`src/rtl/vga_pkg.sv`:
```
// Shared types and constants for the push-button conditioning logic.
package vga_pkg;

   // Per-channel auto-repeat state.
   typedef enum logic [1:0] {IDLE, DELAY, REPEAT} btn_state_t;

   // Bit positions of the board buttons within btn_raw.
   localparam int unsigned BTN_C = 0;
   localparam int unsigned BTN_U = 1;
   localparam int unsigned BTN_L = 2;
   localparam int unsigned BTN_R = 3;
   localparam int unsigned BTN_D = 4;

   // Default timing at 100 MHz.
   localparam int unsigned DEF_NUM_BTN         = 5;
   localparam int unsigned DEF_DEBOUNCE_CYCLES = 1_000_000;   // 10 ms
   localparam int unsigned DEF_REPEAT_DELAY    = 40_000_000;  // 400 ms
   localparam int unsigned DEF_REPEAT_PERIOD   = 65_536;

   function automatic int unsigned max_u(input int unsigned a, input int unsigned b);
      return (a > b) ? a : b;
   endfunction

endpackage

```
`src/rtl/btn_channel.sv`:
```
// One button: two-flop synchronizer, debouncer and press/auto-repeat strobe FSM.
module btn_channel
   import vga_pkg::*;
#(
   parameter int unsigned DEBOUNCE_CYCLES = DEF_DEBOUNCE_CYCLES,
   parameter int unsigned REPEAT_DELAY    = DEF_REPEAT_DELAY,
   parameter int unsigned REPEAT_PERIOD   = DEF_REPEAT_PERIOD
) (
   input  logic clk_100MHz,
   input  logic reset,
   input  logic btn_raw,
   output logic btn_level,
   output logic btn_press,
   output logic btn_step
);

   localparam int unsigned DCNT_W = $clog2(DEBOUNCE_CYCLES);
   localparam int unsigned RCNT_W = $clog2(max_u(REPEAT_DELAY, REPEAT_PERIOD));

   localparam logic [DCNT_W-1:0] DCNT_LAST   = DCNT_W'(DEBOUNCE_CYCLES - 1);
   localparam logic [RCNT_W-1:0] DELAY_LAST  = RCNT_W'(REPEAT_DELAY - 1);
   localparam logic [RCNT_W-1:0] PERIOD_LAST = RCNT_W'(REPEAT_PERIOD - 1);

   logic [1:0]        sync_q, sync_d;
   logic              stable_q, stable_d;
   logic [DCNT_W-1:0] dcnt_q, dcnt_d;
   logic              level_q, level_d;
   btn_state_t        state_q, state_d;
   logic [RCNT_W-1:0] rcnt_q, rcnt_d;
   logic              press_q, press_d;
   logic              step_q, step_d;

   // Synchronizer shift and debounce: accept a new level only after it has been
   // seen on every cycle of a full DEBOUNCE_CYCLES window.
   always_comb begin
      sync_d   = {sync_q[0], btn_raw};
      stable_d = stable_q;
      dcnt_d   = '0;
      if (sync_q[1] != stable_q) begin
         if (dcnt_q == DCNT_LAST) begin
            stable_d = sync_q[1];
         end else begin
            dcnt_d = dcnt_q + 1'b1;
         end
      end
      level_d = stable_q;
   end

   // Repeat FSM runs off the registered level, so the press lands the cycle after
   // btn_level rises; a low level always wins over a due repeat.
   always_comb begin
      state_d = state_q;
      rcnt_d  = rcnt_q;
      press_d = 1'b0;
      step_d  = 1'b0;
      if (!level_q) begin
         state_d = IDLE;
         rcnt_d  = '0;
      end else begin
         case (state_q)
            IDLE: begin
               // Only reachable with level low, so level high here is a rising edge.
               state_d = DELAY;
               rcnt_d  = '0;
               press_d = 1'b1;
               step_d  = 1'b1;
            end
            DELAY: begin
               if (rcnt_q == DELAY_LAST) begin
                  state_d = REPEAT;
                  rcnt_d  = '0;
                  step_d  = 1'b1;
               end else begin
                  rcnt_d = rcnt_q + 1'b1;
               end
            end
            REPEAT: begin
               if (rcnt_q == PERIOD_LAST) begin
                  rcnt_d = '0;
                  step_d = 1'b1;
               end else begin
                  rcnt_d = rcnt_q + 1'b1;
               end
            end
            default: begin
               state_d = IDLE;
               rcnt_d  = '0;
            end
         endcase
      end
   end

   // State registers, cleared asynchronously.
   always_ff @(posedge clk_100MHz or posedge reset) begin
      if (reset) begin
         sync_q   <= '0;
         stable_q <= 1'b0;
         dcnt_q   <= '0;
         level_q  <= 1'b0;
         state_q  <= IDLE;
         rcnt_q   <= '0;
         press_q  <= 1'b0;
         step_q   <= 1'b0;
      end else begin
         sync_q   <= sync_d;
         stable_q <= stable_d;
         dcnt_q   <= dcnt_d;
         level_q  <= level_d;
         state_q  <= state_d;
         rcnt_q   <= rcnt_d;
         press_q  <= press_d;
         step_q   <= step_d;
      end
   end

   assign btn_level = level_q;
   assign btn_press = press_q;
   assign btn_step  = step_q;

endmodule

```
`src/rtl/btn_debounce_repeat.sv`:
```
// Push-button conditioning: NUM_BTN independent debounce + auto-repeat channels.
module btn_debounce_repeat
   import vga_pkg::*;
#(
   parameter int unsigned NUM_BTN         = DEF_NUM_BTN,
   parameter int unsigned DEBOUNCE_CYCLES = DEF_DEBOUNCE_CYCLES,
   parameter int unsigned REPEAT_DELAY    = DEF_REPEAT_DELAY,
   parameter int unsigned REPEAT_PERIOD   = DEF_REPEAT_PERIOD
) (
   input  logic               clk_100MHz,
   input  logic               reset,
   input  logic [NUM_BTN-1:0] btn_raw,
   output logic [NUM_BTN-1:0] btn_level,
   output logic [NUM_BTN-1:0] btn_press,
   output logic [NUM_BTN-1:0] btn_step
);

   // One channel per button; channels share nothing but clock and reset.
   for (genvar i = 0; i < NUM_BTN; i++) begin : g_chan
      btn_channel #(
         .DEBOUNCE_CYCLES(DEBOUNCE_CYCLES),
         .REPEAT_DELAY   (REPEAT_DELAY),
         .REPEAT_PERIOD  (REPEAT_PERIOD)
      ) u_chan (
         .clk_100MHz(clk_100MHz),
         .reset     (reset),
         .btn_raw   (btn_raw[i]),
         .btn_level (btn_level[i]),
         .btn_press (btn_press[i]),
         .btn_step  (btn_step[i])
      );
   end

endmodule

```
`config.mk`:
```
export PLATFORM = sky130hd
export DESIGN_NAME = btn_debounce_repeat
export DESIGN_NICKNAME = d
export VERILOG_FILES = /design/src/rtl/vga_pkg.sv /design/src/rtl/btn_channel.sv /design/src/rtl/btn_debounce_repeat.sv
export SDC_FILE = /design/constraint.sdc
export NUM_CORES = 1
export LEC_CHECK = 0
export BUFFER_PORTS_ARGS = -buffer_cell sky130_fd_sc_hd__buf_4
export CORE_ASPECT_RATIO = 1.25
export CORE_MARGIN = 2
export CORE_UTILIZATION = 40
export CTS_CLUSTER_SIZE = 16
export DETAILED_ROUTE_END_ITERATION = 10
export HOLD_SLACK_MARGIN = 0.02
export SKIP_CTS_REPAIR_TIMING = 1
export SLEW_MARGIN = 20
export SYNTH_ARGS = -nofsm -noshare
export SYNTH_HDL_FRONTEND = slang
export SYNTH_HIERARCHICAL = 1
export SYNTH_SLANG_ARGS = --single-unit
```
`constraint.sdc`:
```
create_clock -name clk_100MHz -period 4.2 [get_ports clk_100MHz]
set_input_delay 0.84 -clock clk_100MHz [delete_from_list [all_inputs] [get_ports clk_100MHz]]
set_output_delay 0.84 -clock clk_100MHz [all_outputs]
set_load 0.01 [all_outputs]
```
# Word level (Yosys, flattened, before mapping)
# Cells that the tools add are included.
# classes
n_reduce_logical	15
eq_ne	40
n_mux	75
n_addsub	10
# ops
op	n
$mux W26	15
$pmux W26 S2	5
$mux W20	10
$add A26 B1 Y26 const B	5
$eq A26 B16 Y1 const B	5
$eq A26 B26 Y1 const B	5
$add A20 B1 Y20 const B	5
$eq A20 B20 Y1 const B	5
$pmux W2 S3	5
$mux W1	25
$mux W2	10
$reduce_and A2 Y1	10
$ne A3 B3 Y1 const B	5
$pmux W1 S3	5
$eq A2 B1 Y1 const B	5
$eq A2 B2 Y1 const B	5
$logic_not A2 Y1	5
$ne A2 B2 Y1 const B	5
$ne A1 B1 Y1	5
# word_totals
input_bits	7
register_bits	270
output_inout_bits	15
elab_cells	180

# Longest topological paths before layout
# Gate-level depths: netlist (run 1).
# logic_depth
depth_word	4
depth_mapped	7
depth_no_buf	6

# Hierarchy
# Netlist (run 1), hierarchy kept.
# by_module_without_submodules
module	cells_per_inst	n_inst	seq_area_each_um2	area_each_um2
btn_channel (g_chan[0].u_chan ...)	298	3	1351.3	2979.1
btn_channel (g_chan[4].u_chan)	296	1	1351.3	2921.6
btn_channel (g_chan[1].u_chan)	284	1	1351.3	2834.0

# Least setup slack after synthesis (run 1)
# No wires, ideal clock.
# synth_timing
kind	flip-flop to flip-flop
from	register g_chan[1].u_chan.rcnt_q[0]
to	register g_chan[1].u_chan.rcnt_q[10]
synth_period_minus_slack_ns	2.022
t_required_ns	4.074
arrival_time_ns	1.896
n_path_buf	1
path_slack_ns	2.178
setup_ns	0.126
path_stages_with_launch	7
path_cell_list	dfrtp_1 -> ha_1 -> nand3_1 -> nand4bb_2 -> o2111ai_1 -> buf_2 -> a21oi_1
# synth_between
elab_chain_len	4
word_cells_on_any_way	7
cone_classes	add/sub (1); eq/ne (2); mux (4)
# synth_rtl
item	line	source
from (decl)	btn_channel.sv:29	logic [RCNT_W-1:0] rcnt_q, rcnt_d;
from (signal assigned)	btn_channel.sv:110	rcnt_q <= rcnt_d;
$add A26 B1 Y26 (tied with other cells)	btn_channel.sv:74, btn_channel.sv:82	
$mux W26, on equally long branches	btn_channel.sv:78, btn_channel.sv:69	
$pmux W26 S2 *	btn_channel.sv:60	case (state_q)
$mux W26 *	btn_channel.sv:56	if (!level_q) begin
via g_chan[1].u_chan.rcnt_d[10]	btn_channel.sv:29	
# Mark *: on every way through the listed nets, which the timed path passes. The rest lies on a longest branch.
# A chain may end at the register's enable or synchronous reset.

# Worst setup path after layout (run 1)
# layout_timing
from	register g_chan[2].u_chan.rcnt_q[4]
to	register g_chan[2].u_chan.rcnt_q[17]
# layout_between
elab_chain_len	4
word_cells_on_any_way	7
cone_classes	add/sub (1); eq/ne (2); mux (4)
# layout_rtl
item	line
from (decl)	btn_channel.sv:29
from (signal assigned)	btn_channel.sv:110
$add A26 B1 Y26 (tied with other cells)	btn_channel.sv:74, btn_channel.sv:82
$mux W26, on equally long branches	btn_channel.sv:78, btn_channel.sv:69
$pmux W26 S2 *	btn_channel.sv:60
$mux W26 *	btn_channel.sv:56
via g_chan[2].u_chan.rcnt_d[17]	btn_channel.sv:29
# Marked as above.

==> out/qor.yml, run 1 <==
crit_path_end_kind: "register"
number_of_enable_flip_flop_cells_after_synthesis: 0
r2r.worst_path.cells: 5
placedCellCount: 1915
post_drt_wl_per_cell_um: 15.8
initial_antenna_violation_count: 0
finalWorstPathRequiredPeriod_ps: 2700
synth_nets: 1521
diodes: 0
timing.rr.start: "g_chan[2].u_chan/rcnt_q[4]"
syn_avg_cell_area_um2: 9.97
fmax_mhz: 370
post_route_cells_drive_above_1_share: 0.0966
total_die_area_um2: 38300
cts-buffers-inserted: 30
rows: 78
first_pass_grt_wire_length_mm: 54.7
criticalPathCategory: "register to register"
tritoncts: "done"
fin_tns_setup_ps: 0
power.ir.vdd_worst_uv: 264
detailedRoute.firstIterationViolations: 705
drv_slew: 0
required_arrival_time_at_the_worst_endpoint_ps: 4600
dieWidth_um: 175
layout_commonest_cell: "sky130_fd_sc_hd__dfrtp_1"
cts_max_level: 1
layout.core_utilization: 0.447
powerDensity_nw_per_um2: 336
clock-root-buffer: "sky130_fd_sc_hd__clkbuf_16"
worst-path-stages: 5
remaining_drc_errors: 0
cts_buffer_depth: 3
boundaryPins: 22
global_route_usage_over_all_layers: 0.166
asyncSetResetFlopFracSynth: 1.00
yosys_most_used_dff: "sky130_fd_sc_hd__dfrtp_1"
clock_skew_ps: 23.4
ys_seq_area_frac: 0.460
cts_clk_pin_slew_worst_paths_ps: 60
final_min_period_over_clock_period: 0.644
path_max_fanout: 16
drt_wl_total_mm: 31.1
setup_viol_count_final: 0
clock_latency_ps: 570
timing.critical_path.slowest_cell_delay_ps: 970
run_status: "finished clean"
hold_class: "register to register"
routed-via-count: 11300
setup.worst_path.start: "g_chan[2].u_chan/rcnt_q[4]"
path_cells: "and4_1 > nand4_1 > o41ai_4 > buf_4 > a221oi_1"
cp-endpoint: "g_chan[2].u_chan/rcnt_q[17]"
place_congestion: 0.820
start_util: 0.405
drv_cap: 0
worst_slew_margin_rel: 0.360
post_synth_instance_area_um2: 14700
synth_warnings: 6
grt_setup_unrepaired: "false"
half_perimeter_wire_length_after_detailed_placement_mm: 20.5
timing.critical_path.buf_inv: 1
number_of_inserted_filler_cells_in_the_final_layout: 3492
worst_r2r_endpoint: "g_chan[2].u_chan/rcnt_q[17]"
dr.pass1.iters: 7
die-height_um: 218
vias_per_cell: 5.73
antenna_left: 0
worst_slew_pin_slew_ps: 958
layout.cells.non_filler: 1971
power_leakage_nw: 6.14
area_delta_synth_final_pct: 10.5
cts_sink_cnt: 270
standard_cell_core_area_um2: 36300
r2r_setup_slack_ps: 1500
critPathTopFamily: "compound AO/OA/AOI/OAI gates"
cell_area_after_placement_um2: 15200
arrival_ps: 3100
grt_max_degree: 49
synth-seq-cells: 270
netlist-cell-type-count: 63
grt_overflow_total: 0
final_cell_mix: "sky130_fd_sc_hd__dfrtp_1 (270), sky130_fd_sc_hd__nor2_1 (88), sky130_fd_sc_hd__nand2_1 (87)"
buffer_ports.inserted: 21
postSynthCellCount: 1474
finalHoldViolCount: 0
via_count_of_the_first_global_routing_pass: 11200
cp_slowest_cell: "sky130_fd_sc_hd__o41ai_4"
cp-start-kind: "register"
nets: 1514
design_area_um2: 16200
## worst register-to-register path: stages (launching register included)
cell                       delay [ps]
sky130_fd_sc_hd__dfrtp_1          420
sky130_fd_sc_hd__and4_1           440
sky130_fd_sc_hd__nand4_1          290
sky130_fd_sc_hd__o41ai_4          970
sky130_fd_sc_hd__buf_4            330
sky130_fd_sc_hd__a221oi_1         110
## registers in the layout (all words and copies together), names as in the netlist
register	cells
g_chan.u_chan/btn_step	5
g_chan.u_chan/dcnt_q	100
g_chan.u_chan/btn_level	5
g_chan.u_chan/state_q	10
g_chan.u_chan/level_d	5
g_chan.u_chan/rcnt_q	130
g_chan.u_chan/sync_q	10
g_chan.u_chan/btn_press	5
## stage by stage
step	worst slack [ps]	total power, mW	hold WS, ps
after floorplan	2050	2.75	331
after global placement	1530	2.79	333
after detailed placement	1480	2.79	335
after CTS	1470	5.56	338
after global routing	1290	5.69	342
final	1500	5.46	349
## worst min-delay path by stage
stage / cells after the start / endpoint / startpoint / slack (ps)
floorplan: 0 / g_chan[0].u_chan/sync_q[1] / g_chan[0].u_chan/sync_q[0] / 330
global placement: 0 / g_chan[0].u_chan/sync_q[1] / g_chan[0].u_chan/sync_q[0] / 330
detailed placement: 0 / g_chan[3].u_chan/sync_q[1] / g_chan[3].u_chan/sync_q[0] / 330
CTS: 1 / g_chan[3].u_chan/sync_q[0] / btn_raw[3] / 340
global route: 1 / g_chan[3].u_chan/sync_q[0] / btn_raw[3] / 340
finish: 0 / g_chan[3].u_chan/sync_q[1] / g_chan[3].u_chan/sync_q[0] / 350
## per-layer routing
metal	part of all wire	vias up	wire, µm	track usage
met3	0.030	48	943	0.0191
met2	0.49	148	15200	0.289
met5	0	-	0	0
li1	-	5531	-	-
met4	0.019	0	587	0.0441
met1	0.46	5561	14400	0.220
## kinds of logic (layout without fill, tap and decap cells)
| kind of cell | after synthesis | in the layout | synth area share |
|---|---|---|---|
| xor+xnor | 128 | 128 | 0.0763 |
| buf+inv | 136 | 153 | 0.0442 |
| flops | 270 | 270 | 0.460 |
| compound gates | 279 | 279 | 0.137 |
| simple gates | 606 | 606 | 0.238 |
| mux | 15 | 15 | 0.0106 |
| fa+ha+maj | 40 | 40 | 0.0341 |
## cells in the mapped netlist (all sizes together), types with 53 or more instances
| cell | count | area share |
|---|---|---|
| dfrtp | 270 | 0.46 |
| nand4 | 93 | 0.043 |
| nand2 | 90 | 0.024 |
| nor2 | 88 | 0.022 |
| nand3 | 79 | 0.027 |
| xor2 | 76 | 0.045 |
| inv | 61 | 0.016 |
| a211oi | 60 | 0.031 |
| o21ai | 60 | 0.021 |
| or3 | 58 | 0.025 |
| a21oi | 54 | 0.018 |
| clkbuf | 53 | 0.016 |
## final cells by class
cell class	instances	area [µm²]	share of cell area
clock buffers	41	842	0.0518
clock inverters	15	195	0.0120
inverters	61	230	0.0142
multi-input cells	1068	7350	0.452
flip-flops and latches	270	6760	0.416
well taps	480	601	0.0370
repair buffers	36	270	0.0166
## power by group
| group | leakage (nW) | total, mW | internal, mW | switching (mW) |
|---|---|---|---|---|
| combinational | 1.89 | 0.109 | 0.0244 | 0.0848 |
| sequential | 3.74 | 2.63 | 2.62 | 0.0125 |
| clock | 0.508 | 2.72 | 1.65 | 1.07 |
| total | 6.14 | 5.46 | 4.29 | 1.17 |
Note: power is estimated with default switching activity, not from simulation.
==> run 2: changes to the inputs <==
Settings changed: ABC_AREA set to 1.
Clock period 4.2 ns to 2.4 ns, I/O delays scaled along.
==> run 2 against run 1 <==
- wire length increased by 0.43%
- via count is 8.1% higher
- register-to-register slack got worse by 890 ps
- non-clock buffer count down 3
- worst setup slack worse by 890 ps
- core utilization rose by 0.76 points
- synthesized cell count increased by 37%
- count of clock-buffer cells in the layout down 4
- final cell count is 31% higher
- sequential share of layout area decreased by 1.9 points
- clock power up 81%
- power rose by 78%
- critical endpoint is now g_chan[3].u_chan/rcnt_q[19]
- largest power group unchanged
==> out/qor.yml, run 2 <==
nets: 2118  # was 1,514
path_cells: "ha_1 > nand3_2 > inv_1 > nand2_2 > nor2_2 > nand2_1 > nand2_2 > o21ai_2 > nand2_4 > nor2_1"  # was and4_1 > nand4_1 > o41ai_4 > buf_4 > a221oi_1
p_clk_frac: 0.507  # was 0.498
syn_avg_cell_area_um2: 7.52  # was 9.97 µm²
power_leakage_nw: 7.69  # was 6.14 nW
seq_power_share: 0.473  # was 0.482
half_perimeter_wire_length_after_detailed_placement_mm: 22.7  # was 20.5 mm
hold_class: "input pin to async pin"  # was register to register
postSynthCellCount: 2017  # was 1,474
r2r_setup_slack_ps: 600  # was 1500 ps
clock-root-buffer: "sky130_fd_sc_hd__clkbuf_16"  # unchanged
cts_clk_pin_slew_worst_paths_ps: 60  # about the same
grt_max_degree: 55  # was 49
timing.rr.start: "g_chan[3].u_chan/rcnt_q[0]"  # was g_chan[2].u_chan/rcnt_q[4]
critical_path.most_common_cell: "sky130_fd_sc_hd__nand2_2"
yosys_most_used_dff: "sky130_fd_sc_hd__dfrtp_1"  # unchanged
cp-start-kind: "register"  # unchanged
setup_viol_count_final: 0  # unchanged
fin_tns_setup_ps: 0  # unchanged
start_util: 0.406  # was 0.405
dieWidth_um: 178  # was 175 µm
post_drt_wl_per_cell_um: 12.1  # was 15.8 µm
standard_cell_core_area_um2: 37400  # was 36,300 µm²
clock_skew_ps: 14.2  # was 23.4 ps
finalWorstPathRequiredPeriod_ps: 1800  # was 2700 ps
timing.critical_path.buf_inv: 1  # unchanged
arrival_ps: 2220  # was 3100 ps
timing.critical_path.slowest_cell_delay_ps: 430  # was 970 ps
diodes: 0  # unchanged
buffer_ports.inserted: 21  # unchanged
max_flop_register: "g_chan.u_chan/rcnt_q"  # unchanged
synth_warnings: 6  # unchanged
tritoncts: "done"  # unchanged
initial_antenna_violation_count: 0  # unchanged
remaining_drc_errors: 0  # unchanged
synth_top_area_cell: "sky130_fd_sc_hd__dfrtp_1"  # unchanged
cts-buffers-inserted: 29  # was 30
worst_slew_margin_rel: 0.540  # was 0.360
critPathTopFamily: "simple AND/OR/NAND/NOR gates"  # was compound AO/OA/AOI/OAI gates
post_route_cells_drive_above_1_share: 0.0784  # was 0.0966
asyncSetResetFlopFracSynth: 1.00  # unchanged
power.ir.vdd_worst_uv: 521  # was 264 µV
power.combinational.fraction: 0.020  # about the same
largest_reg_flops: 130  # unchanged
area_delta_synth_final_pct: 12.0  # was 10.5%
synth_commonest_cells: "sky130_fd_sc_hd__nand2_1 (462), sky130_fd_sc_hd__nor2_1 (454), sky130_fd_sc_hd__dfrtp_1 (270), sky130_fd_sc_hd__inv_1 (270), sky130_fd_sc_hd__nand3_1 (157)"  # was sky130_fd_sc_hd__dfrtp_1 (270), sky130_fd_sc_hd__nor2_1 (88), sky130_fd_sc_hd__nand2_1 (87)
synth-seq-cells: 270  # unchanged
place_congestion: 0.923  # was 0.820
vias_per_cell: 4.73  # was 5.73
drv_cap: 0  # unchanged
r2r.worst_path.cells: 10  # was 5
die-height_um: 222  # was 218 µm
layout.cells.non_filler: 2579  # was 1,971
synth_top_cell_area_share: 0.445  # was 0.460
path_max_fanout: 26  # was 16
run_status: "finished clean"  # unchanged
drv_slew: 0  # unchanged
cts_sink_cnt: 270  # unchanged
fmax_mhz: 557  # was 370 MHz
boundaryPins: 22  # unchanged
setup.worst_path.start: "g_chan[3].u_chan/rcnt_q[0]"  # was g_chan[2].u_chan/rcnt_q[4]
grt_overflow_total: 0  # unchanged
power_switching_mw: 2.09  # was 1.17 mW
placedCellCount: 2521  # was 1,915
routed-via-count: 12200  # was 11.3k
total_die_area_um2: 39500  # was 38,300 µm²
reg.largest.list: "g_chan.u_chan/rcnt_q x130, g_chan.u_chan/dcnt_q x100"  # unchanged
drt_wl_total_mm: 31.2  # was 31.1 mm
required_arrival_time_at_the_worst_endpoint_ps: 2830  # was 4600 ps
finalHoldViolCount: 0  # unchanged
antenna_left: 0  # unchanged
rows: 79  # was 78
detailedRoute.firstIterationViolations: 538  # was 705
dr.pass1.iters: 5  # was 7
netlist-cell-type-count: 32  # was 63
powerDensity_nw_per_um2: 572  # was 336 nW/µm²
library_cell_with_the_highest_instance_count_after_synthesis: "sky130_fd_sc_hd__nand2_1"  # was sky130_fd_sc_hd__dfrtp_1
cts_buffer_depth: 3  # unchanged
grt_setup_unrepaired: "false"  # unchanged
cts_max_level: 1  # unchanged
crit_path_end_kind: "register"  # unchanged
post_synth_instance_area_um2: 15200  # was 14,700 µm²
worst_slew_pin_slew_ps: 690  # was 958 ps
number_of_enable_flip_flop_cells_after_synthesis: 0  # unchanged
final_cell_mix: "sky130_fd_sc_hd__nand2_1 (462), sky130_fd_sc_hd__nor2_1 (454), sky130_fd_sc_hd__dfrtp_1 (270)"  # was sky130_fd_sc_hd__dfrtp_1 (270), sky130_fd_sc_hd__nor2_1 (88), sky130_fd_sc_hd__nand2_1 (87)
internal_power_mw: 7.63  # was 4.29 mW
criticalPathCategory: "register to register"  # unchanged
layout_commonest_cell: "sky130_fd_sc_hd__nand2_1"  # was sky130_fd_sc_hd__dfrtp_1
worst_r2r_endpoint: "g_chan[3].u_chan/rcnt_q[19]"  # was g_chan[2].u_chan/rcnt_q[17]
switching_share: 0.215  # was 0.214
clock_latency_ps: 570  # about the same
global_route_usage_over_all_layers: 0.164  # was 0.166
first_pass_grt_wire_length_mm: 55.1  # was 54.7 mm
via_count_of_the_first_global_routing_pass: 12300  # was 11.2k
netlist_top_cells_area: "sky130_fd_sc_hd__dfrtp_1 (45%), sky130_fd_sc_hd__nand2_1 (11%), sky130_fd_sc_hd__nor2_1 (11%)"  # was sky130_fd_sc_hd__dfrtp_1 (46%), sky130_fd_sc_hd__xor2_1 (4.5%), sky130_fd_sc_hd__nand4_1 (3.7%)
cp_slowest_cell: "sky130_fd_sc_hd__dfrtp_1"  # was sky130_fd_sc_hd__o41ai_4
ys_seq_area_frac: 0.445  # was 0.460
synth_nets: 2064  # was 1,521
final_min_period_over_clock_period: 0.749  # was 0.644
[run 2: cell types whose count changed after synthesis, moves of 58 or more]
cell / delta
sky130_fd_sc_hd__a211oi_1: -59
sky130_fd_sc_hd__inv_1: +209
sky130_fd_sc_hd__nand2_1: +375
sky130_fd_sc_hd__nand3_1: +78
sky130_fd_sc_hd__nand4_1: -64
sky130_fd_sc_hd__nor2_1: +366
sky130_fd_sc_hd__or3_1: -58
[run 2: through the flow]
stage               worst slack (ps)  utilization  instance area [µm²]  hold slack (ps)  power (mW)
global route                     361        0.455                17000             59.8        10.2
detailed placement               601        0.425                15900              335        4.89
finish                           604        0.455                17000             25.2        9.72
floorplan                        605            -                15200              331        4.81
CTS                              570        0.454                17000            -20.1        9.92
global placement                 641        0.425                15900              334        4.88
[run 2: how the worst max path moves through the flow]
stage,slack [ps],to,cells past startpoint
floorplan,610,g_chan[0].u_chan/btn_level,1
global placement,640,g_chan[4].u_chan/rcnt_q[0],10
detailed placement,600,g_chan[4].u_chan/rcnt_q[18],10
CTS,570,g_chan[3].u_chan/rcnt_q[19],10
global route,360,g_chan[3].u_chan/rcnt_q[19],10
finish,600,g_chan[3].u_chan/rcnt_q[19],10
[run 2: cell type report]
class	count	area (µm²)
fill	3725	20400
timing repair buffer	33	273
sequential	270	6760
clock inverter	16	262
tap	486	608
clock buffer	37	796
multi-input combinational	1466	7290
inverter	271	1020
[run 2: kinds of logic (layout without fill, tap and decap cells)]
logic type      count (synthesis)  after routing  share of synthesized area
compound gates                 40             40                     0.0152
xor+xnor                      132            132                     0.0762
fa+ha+maj                      40             40                     0.0330
buf+inv                       281            357                     0.0745
flops                         270            270                      0.445
simple gates                 1254           1254                      0.356
[run 2: layer usage]
layer	part of all wire	track usage
met1	0.44	0.199
met5	0	0
met4	0.024	0.0527
met2	0.51	0.296
met3	0.031	0.0233
[run 2: power groups by stage]
stage               Clock [mW]  Sequential, mW  Combinational, mW
floorplan                    0            4.68              0.130
finish                    4.92            4.60              0.197
global placement             0            4.68              0.198
detailed placement           0            4.68              0.203
global route              5.32            4.60              0.237
CTS                       5.12            4.60              0.204
==> run 3: changes to the inputs <==
Clock period 2.4 ns to 1.8 ns, I/O delays scaled along.
==> run 3 against run 2 <==
- final cell count increased by 1.7%
- critical path depth rose by 1
- register-to-register slack got worse by 510 ps
- hold slack improved by 300 ps
- critical path type unchanged
- critical endpoint is now g_chan[4].u_chan/rcnt_q[9]
- global-route usage up 0.31 points
==> out/qor.yml, run 3 (synthesized netlist as in run 2, its figures left out) <==
run_status: "finished clean"  # unchanged
drt_wl_total_mm: 32.5  # was 31.2 mm
detailedRoute.firstIterationViolations: 639  # was 538
tritoncts: "done"  # unchanged
cp-start-kind: "register"  # unchanged
arrival_ps: 2150  # was 2220 ps
boundaryPins: 22  # unchanged
buffer_ports.inserted: 21  # unchanged
clock_latency_ps: 570  # about the same
required_arrival_time_at_the_worst_endpoint_ps: 2250  # was 2830 ps
number_of_inserted_filler_cells_in_the_final_layout: 3745  # was 3,725
half_perimeter_wire_length_after_detailed_placement_mm: 23.1  # was 22.7 mm
layout.area.seq_um2: 6760  # about the same
power_leakage_nw: 7.92  # was 7.69 nW
finalHoldViolCount: 0  # unchanged
path_max_fanout: 6  # was 26
worst_r2r_endpoint: "g_chan[4].u_chan/rcnt_q[9]"  # was g_chan[3].u_chan/rcnt_q[19]
finalWorstPathRequiredPeriod_ps: 1700  # was 1800 ps
design_area_um2: 17400  # was 17,000 µm²
dr.pass1.iters: 5  # unchanged
grt_max_degree: 55  # unchanged
vias_per_cell: 4.76  # was 4.73
reg.largest.list: "g_chan.u_chan/rcnt_q x130, g_chan.u_chan/dcnt_q x100"  # unchanged
dieWidth_um: 178  # unchanged
layout_commonest_cell: "sky130_fd_sc_hd__nand2_1"  # unchanged
start_util: 0.406  # unchanged
diodes: 0  # unchanged
post_drt_wl_per_cell_um: 12.4  # was 12.1 µm
power.ir.vdd_worst_uv: 650  # was 521 µV
remaining_drc_errors: 0  # unchanged
grt_overflow_total: 0  # unchanged
area_used_by_multi_input_combinational_logic_um2: 7440  # was 7290 µm²
antenna_left: 0  # unchanged
standard_cell_core_area_um2: 37400  # unchanged
first_pass_grt_wire_length_mm: 56.3  # was 55.1 mm
global_route_usage_over_all_layers: 0.167  # was 0.164
hold_class: "input pin to async pin"  # unchanged
cts-buffers-inserted: 31  # was 29
cts_buffer_depth: 3  # unchanged
timing.rr.start: "g_chan[4].u_chan/rcnt_q[0]"  # was g_chan[3].u_chan/rcnt_q[0]
holdWs_ps: 329  # was 25.2 ps
worst_slew_margin_rel: 0.634  # was 0.540
post_route_cells_drive_above_1_share: 0.100  # was 0.0784
place_congestion: 0.930  # was 0.923
area_delta_synth_final_pct: 14.8  # was 12.0%
crit_path_end_kind: "register"  # unchanged
drv_cap: 0  # unchanged
worst_slew_pin_slew_ps: 545  # was 690 ps
cts_max_level: 1  # unchanged
cell_area_after_placement_um2: 16200  # was 15,900 µm²
criticalPathCategory: "register to register"  # unchanged
largest_reg_flops: 130  # unchanged
r2r.worst_path.cells: 11  # was 10
max_flop_register: "g_chan.u_chan/rcnt_q"  # unchanged
rows: 79  # unchanged
initial_antenna_violation_count: 0  # unchanged
fin_tns_setup_ps: 0  # unchanged
via_count_of_the_first_global_routing_pass: 12500  # was 12.3k
die-height_um: 222  # unchanged
drv_slew: 0  # unchanged
r2r_setup_slack_ps: 100  # was 600 ps
final_min_period_over_clock_period: 0.947  # was 0.749
fmax_mhz: 587  # was 557 MHz
cts_sink_cnt: 270  # unchanged
powerDensity_nw_per_um2: 719  # was 572 nW/µm²
setup_viol_count_final: 0  # unchanged
cts_clk_pin_slew_worst_paths_ps: 60  # about the same
final_cell_mix: "sky130_fd_sc_hd__nand2_1 (462), sky130_fd_sc_hd__nor2_1 (449), sky130_fd_sc_hd__dfrtp_1 (269)"  # was sky130_fd_sc_hd__nand2_1 (462), sky130_fd_sc_hd__nor2_1 (454), sky130_fd_sc_hd__dfrtp_1 (270)
p_total_mw: 12.5  # was 9.72 mW
clock_skew_ps: 12.3  # was 14.2 ps
cp-endpoint: "g_chan[4].u_chan/rcnt_q[9]"  # was g_chan[3].u_chan/rcnt_q[19]
routed-via-count: 12500  # was 12.2k
nets: 2162  # was 2,118
total_die_area_um2: 39500  # unchanged
setup.worst_path.start: "g_chan[4].u_chan/rcnt_q[0]"  # was g_chan[3].u_chan/rcnt_q[0]
clock-root-buffer: "sky130_fd_sc_hd__clkbuf_16"  # unchanged
[run 3: changes by cell type in the layout (fill, tap and decap cells not counted), sizes merged]
cell	delta
clkbuf	+7
buf	+35
dlygate4sd3	+1
nand2	+6
clkinvlp	-1
inv	-1
bufinv	-4
[run 3: worst min-delay path by stage]
stage	cells after the start	startpoint	end	slack (ps)
floorplan	0	g_chan[0].u_chan/sync_q[0]	g_chan[0].u_chan/sync_q[1]	330
global placement	0	g_chan[3].u_chan/sync_q[0]	g_chan[3].u_chan/sync_q[1]	330
detailed placement	0	g_chan[3].u_chan/sync_q[0]	g_chan[3].u_chan/sync_q[1]	330
CTS	2	reset	g_chan[4].u_chan/btn_step	-260
global route	3	reset	g_chan[4].u_chan/btn_step	320
finish	3	reset	g_chan[4].u_chan/btn_step	330
[run 3: per-stage QoR]
stage	setup WS (ps)	utilization	instances
after CTS	1.94	0.459	2602
after global routing	-10.4	0.466	2622
after detailed placement	20.2	0.432	2548
final	95.4	0.466	2622
after floorplan	125	-	2017
after global placement	79.1	0.432	2548
[run 3: routing by layer]
layer | part of all wire | track usage | vias up
met5 | 0 | 0 | -
met4 | 0.028 | 0.0566 | 0
met3 | 0.028 | 0.0214 | 70
met2 | 0.51 | 0.302 | 163
met1 | 0.44 | 0.203 | 5847
li1 | - | - | 6389
[run 3: power by group]
part           internal (mW)  switching (mW)  leakage [nW]
sequential              6.11          0.0248          3.74
clock                   3.63            2.47         0.483
combinational         0.0932           0.205          3.70
[run 3: layout make-up]
type,instances,share of cell area
multi-input cells,1472,0.427
flip-flops and latches,270,0.388
inverters,271,0.0584
clock buffers,44,0.0502
repair buffers,69,0.0356
well taps,486,0.0349
clock inverters,10,0.00589
[run 3: worst max-delay path, cell delays in order (launching register included)]
cell and delay (ps):
sky130_fd_sc_hd__dfrtp_1 390, sky130_fd_sc_hd__ha_2 220, sky130_fd_sc_hd__nand3_2 120, sky130_fd_sc_hd__inv_1 90, sky130_fd_sc_hd__nand2_2 70, sky130_fd_sc_hd__nor2_2 110, sky130_fd_sc_hd__nand2_1 80, sky130_fd_sc_hd__nand2_2 100
sky130_fd_sc_hd__o21ai_4 70, sky130_fd_sc_hd__buf_12 140, sky130_fd_sc_hd__nand2_4 120, sky130_fd_sc_hd__nor2_1 60
